--- src/rtl/ifu.sv ---
`default_nettype none
// ============================================================================
// Module      : ifu
// Description : Instruction fetch unit for the single-cycle MIPS core. Owns
//               the PC, fetches each instruction over a req/ack memory
//               handshake, holds it in the IR, presents the decoded fields to
//               the controller and computes the next PC when an instruction
//               retires.
// Revision    : 1.0 - initial release
// ============================================================================
module ifu #(
    parameter logic [31:0] RESET_PC = 32'h0000_3000
) (
    input  logic        clk,
    input  logic        rst_n,
    // instruction memory handshake
    output logic        imem_req,
    output logic [31:0] imem_addr,
    input  logic        imem_ack,
    input  logic [31:0] imem_rdata,
    // next-PC control from the controller
    input  logic [1:0]  NPCOp,
    input  logic        PCWr,
    input  logic [31:0] rs_data,
    input  logic        stall,
    // instruction presentation
    output logic        instr_valid,
    output logic [31:0] instr,
    output logic [5:0]  OP,
    output logic [5:0]  Funct,
    output logic [4:0]  Rs,
    output logic [4:0]  Rt,
    output logic [4:0]  Rd,
    output logic [15:0] Imm16,
    output logic [31:0] pc,
    output logic [31:0] pc4,
    output logic        err
);

    localparam logic [1:0] S_IDLE  = 2'd0;
    localparam logic [1:0] S_FETCH = 2'd1;
    localparam logic [1:0] S_EXEC  = 2'd2;
    localparam logic [1:0] S_HALT  = 2'd3;

    localparam logic [1:0] C_NPC_SEQ    = 2'b00;
    localparam logic [1:0] C_NPC_BRANCH = 2'b01;
    localparam logic [1:0] C_NPC_JUMP   = 2'b10;
    localparam logic [1:0] C_NPC_REG    = 2'b11;

    localparam logic [31:0] C_FOUR = 32'd4;

    logic [1:0]  r_state;
    logic [1:0]  w_state_next;
    logic [31:0] r_pc;
    logic [31:0] r_ir;
    logic        r_err;

    logic [31:0] w_pc4;
    logic [31:0] w_br_off;
    logic [31:0] w_npc;
    logic        w_retire;
    logic        w_misaligned;
    logic        w_fetch_done;

    // Sequential successor and sign-extended, word-scaled branch offset.
    assign w_pc4    = r_pc + C_FOUR;
    assign w_br_off = {{14{r_ir[15]}}, r_ir[15:0], 2'b00};

    // Next-PC select; PCWr low forces the sequential path whatever NPCOp says.
    always_comb begin
        w_npc = w_pc4;
        if (PCWr) begin
            case (NPCOp)
                C_NPC_SEQ:    w_npc = w_pc4;
                C_NPC_BRANCH: w_npc = w_pc4 + w_br_off;
                C_NPC_JUMP:   w_npc = {w_pc4[31:28], r_ir[25:0], 2'b00};
                C_NPC_REG:    w_npc = rs_data;
                default:      w_npc = w_pc4;
            endcase
        end
    end

    // Only a register target can be misaligned; all other sources are word-aligned.
    assign w_misaligned = (w_npc[1:0] != 2'b00);
    assign w_retire     = (r_state == S_EXEC) && !stall;
    assign w_fetch_done = (r_state == S_FETCH) && imem_ack;

    // State register.
    always_ff @(posedge clk or negedge rst_n) begin
        if (!rst_n) begin
            r_state <= S_IDLE;
        end else begin
            r_state <= w_state_next;
        end
    end

    // Next-state logic; HALT is terminal until reset.
    always_comb begin
        w_state_next = r_state;
        case (r_state)
            S_IDLE:  w_state_next = S_FETCH;
            S_FETCH: if (imem_ack) w_state_next = S_EXEC;
            S_EXEC:  if (!stall)   w_state_next = w_misaligned ? S_HALT : S_FETCH;
            S_HALT:  w_state_next = S_HALT;
            default: w_state_next = S_IDLE;
        endcase
    end

    // Moore outputs decoded from the current state.
    always_comb begin
        imem_req    = 1'b0;
        instr_valid = 1'b0;
        case (r_state)
            S_FETCH: imem_req    = 1'b1;
            S_EXEC:  instr_valid = 1'b1;
            default: begin
                imem_req    = 1'b0;
                instr_valid = 1'b0;
            end
        endcase
    end

    // PC, IR and sticky error; a misaligned retirement leaves the PC untouched.
    always_ff @(posedge clk or negedge rst_n) begin
        if (!rst_n) begin
            r_pc  <= RESET_PC;
            r_ir  <= 32'd0;
            r_err <= 1'b0;
        end else begin
            if (w_fetch_done) begin
                r_ir <= imem_rdata;
            end
            if (w_retire) begin
                if (w_misaligned) begin
                    r_err <= 1'b1;
                end else begin
                    r_pc <= w_npc;
                end
            end
        end
    end

    assign imem_addr = r_pc;
    assign pc        = r_pc;
    assign pc4       = w_pc4;
    assign err       = r_err;
    assign instr     = r_ir;
    assign OP        = r_ir[31:26];
    assign Rs        = r_ir[25:21];
    assign Rt        = r_ir[20:16];
    assign Rd        = r_ir[15:11];
    assign Imm16     = r_ir[15:0];
    assign Funct     = r_ir[5:0];

endmodule
`default_nettype wire

--- config.mk ---
export PLATFORM = sky130hd
export DESIGN_NAME = ifu
export DESIGN_NICKNAME = d
export VERILOG_FILES = /design/src/rtl/ifu.sv
export SDC_FILE = /design/constraint.sdc
export NUM_CORES = 1
export LEC_CHECK = 0
export ABC_AREA = 1
export CORE_AREA = 2 2 149 107
export CTS_BUF_LIST = sky130_fd_sc_hd__clkbuf_8 sky130_fd_sc_hd__clkbuf_16
export DETAILED_ROUTE_END_ITERATION = 6
export DIE_AREA = 0 0 151 109
export PLACE_DENSITY_LB_ADDON = 0.25
export SLEW_MARGIN = 20
export SYNTH_ARGS = -nofsm -noshare
export SYNTH_HDL_FRONTEND = slang
export SYNTH_SLANG_ARGS = --single-unit
--- constraint.sdc ---
create_clock -name clk -period 3.85 [get_ports clk]
set_input_delay 0.77 -clock clk [delete_from_list [all_inputs] [get_ports clk]]
set_output_delay 0.77 -clock clk [all_outputs]
set_load 0.02 [all_outputs]
==> impl_metrics.py <==
metrics = {
    "timing": {
        "setup_viol": 0,
        "worst_pin_slew_ns": 0.948,
        "finClkSkew_ns": 0.0153,
        "period_share": 0.915,
        "rsz0062_at_grt": "no",
        "finalMaxSlewViolations": 0,
        "fin_crit_ns": 3.52,
        "tns_ns": 0,
        "timing.fmax_ghz": 0.284,
        "final_hold_viol_count": 0,
        "slew_headroom": 0.366,
    },
    "setup_path": {
        "critPathCaptureType": "primary output",
        "slowest_delay_ns": 0.62,
        "crit_type": "register to primary output",
        "crit_arrival_ns": 2.75,
        "r2r_slack_ns": 0.34,
        "worstPathRequired_ns": 3.08,
        "path_cells": "ha_1 > nand2_1 > nor2_1 > inv_1 > nor2_2 > xor2_1 > buf_4 > clkdlybuf4s50_1",
        "path_max_fanout": 6,
        "startpoint_type": "register",
        "critPathSlowestCell": "clkdlybuf4s50_1",
    },
    "global_route": {
        "grt_pass1_vias": 6938,
        "grt_overflow": 0,
        "grt.total_usage": 0.331,
        "antenna_found_initial": 0,
        "grt_max_degree": 49,
        "grt_pass1_wl_um": 40400,
    },
    "pwr": {
        "power.density_nw_per_um2": 261,
        "clkPwrFrac": 0.360,
        "p_leak_nw": 4.65,
        "p_int_mw": 1.56,
        "comb_power_share": 0.323,
        "power_mw": 2.44,
        "switching_share": 0.362,
        "pwr-share-seq": 0.317,
        "peakVddDrop_mv": 0.201,
        "p_sw_uw": 884,
    },
    "logic_synthesis": {
        "synth_simple_gate_area_frac": 0.336,
        "synth_top_cell_area_share": 0.235,
        "synth_xor_area_frac": 0.0251,
        "ys_ff_latch": 67,
        "synthCells": 1073,
        "synth_top_cell_by_area": "dfrtp_1",
        "synth_top_family_by_area": "simple AND/OR/NAND/NOR gates",
        "synthAdderAreaFrac": 0.0643,
        "syn_area_per_cell_sq_um": 6.45,
        "synth_area_leaders": "dfrtp_1 23%, nand2_1 17%, buf_4 8.3%",
        "ys_top_cells_by_count": "316 x nand2_1, 145 x inv_1, 101 x nor2_1, 77 x buf_4, 65 x dfrtp_1",
        "synth_compound_area_frac": 0.123,
        "async_reset_ff_frac": 1.00,
        "yosysWarnings": 0,
        "syn-num-nets": 1179,
        "muxShareOfSynthArea": 0.0276,
        "ys_seq_area_frac": 0.243,
        "ys.flop_type": "dfrtp_1",
        "yosysMostFrequentCell": "nand2_1",
        "yosysUniqueCellTypes": 46,
        "netlist_area_sq_um": 6920,
        "synth_edf_count": 0,
    },
    "worst_hold_path": {
        "hp-class": "primary input to asynchronous set/reset pin",
    },
    "outcome": {
        "status": "completed",
    },
    "floorplanning": {
        "die_h_um": 109,
        "ios": 245,
        "die_w_um": 151,
        "core_sq_um": 15100,
        "start_util": 0.458,
        "fp.dieArea_sq_um": 16500,
        "rows": 38,
    },
    "layout": {
        "multi_input_area_sq_um": 4000,
        "final_nets": 1350,
        "regArea_sq_um": 1680,
        "diodes": 0,
        "final.fill_count": 1401,
        "area_growth_syn_to_layout_pct": 35.3,
        "drive_gt1_frac": 0.0729,
    },
    "routing": {
        "first_pass_iters": 6,
        "first_iter_violations": 954,
        "ant_nets": 0,
        "wl_um": 27000,
        "routedWlPerCell_um": 18.6,
        "avgViaCountPerCell": 5.33,
        "drc": 0,
        "route.vias.total": 7722,
    },
    "flow_run": {
        "cap_violations": 0,
    },
    "clocking": {
        "root_buffer": "clkbuf_16",
        "clk_pin_slew_ns": 0.06,
        "postCtsSetupBuffers": 0,
        "cts.sinks": 67,
        "cts_resized": 0,
        "hold_buffers": 0,
        "cts_max_level": 3,
        "numCtsBuffers": 9,
        "clockBufferDepth": 2,
        "clk_latency_ns": 0.35,
        "cts_tree": "done",
    },
    "place": {
        "dp_hpwl_um": 21700,
        "gp_congestion": 1.03,
        "numPortBuffers": 244,
    },
}
==> metal layers <==
metal	global-route usage	wire length, um	part of all wire	up-vias
met4	0.0514	302	0.011	0
met5	0	0	0	-
li1	-	-	-	3716
met3	0.0912	3350	0.12	24
met1	0.502	12300	0.45	3539
met2	0.474	11100	0.41	443
==> path summary, 6_finish.rpt <==
path	start	to	cells after the start
max in group asynchronous	rst_n	imem_addr[18]	2
setup reg to reg	imem_addr[3]	imem_addr[30]	22
setup / recovery	imem_addr[3]	pc4[14]	8
hold / removal	rst_n	instr[27]	1
min in group clk	err	err	1
hold reg to reg	err	err	1
==> critical path, delay by kind of cell, from the launching register on <==
family	cells	cell delay [ns]
buffers and inverters	3	0.92
adders and majority gates	1	0.22
xor gates and xnor gates	1	0.40
DFF	1	0.45
and+or+nand+nor	3	0.43
==> state kept, by name, indices dropped and copies added (netlist names) <==
name,cells
imem_addr,32
instr,32
r_state,2
err,1
==> cells in the final DEF, fill, tap and decap left out, types with 9 or more instances in the layout <==
cell             instances
a21oi_1                 59
nor3_1                  12
inv_1                  145
xor2_1                  13
ha_1                    34
nand3_1                 58
buf_4                   19
a221oi_1                19
nand2_1                315
dfrtp_1                 65
o211ai_1                12
o21ai_0                 31
nand4_1                 17
mux2_2                  17
nor2_1                 101
clkbuf_16                9
clkdlybuf4s50_1        243
==> power by group through the flow <==
stage	clock network [mW]	logic (mW)	registers [mW]
2_1_floorplan	0	0.438	0.802
3_3_place_gp	0	0.770	0.785
3_5_place_dp	0	0.770	0.786
4_1_cts	0.885	0.775	0.773
5_1_grt	0.917	0.856	0.778
6_report	0.879	0.789	0.774
==> kinds of logic after synthesis <==
family                   Yosys count
AO/OA/AOI/OAI                    142
XOR/XNOR                          19
adder cells (fa/ha/maj)           35
buffers and inverters            253
flip-flops                        67
multiplexers                      17
AND/OR/NAND/NOR                  540
==> through the flow <==
stage / hold slack, ns / cell area [sq um] / utilization / std cells / worst slack [ns]
floorplan: 0.474 / 6920 / - / 1073 / 0.742
global placement: 0.448 / 9070 / 0.600 / 1433 / 0.364
detailed placement: 0.454 / 9070 / 0.600 / 1433 / 0.381
CTS: 0.469 / 9370 / 0.619 / 1449 / 0.377
global route: 0.463 / 9370 / 0.620 / 1449 / 0.0117
finish: 0.407 / 9370 / 0.620 / 1449 / 0.328
==> final cells by class <==
class | count | share of cell area
Timing Repair Buffer | 262 | 0.275
Clock inverter | 7 | 0.00788
Tap cell | 200 | 0.0267
Sequential cell | 67 | 0.179
Clock buffer | 9 | 0.0240
Multi-Input combinational cell | 753 | 0.427
Inverter | 151 | 0.0605
Note: power is estimated with default switching activity, not from simulation.
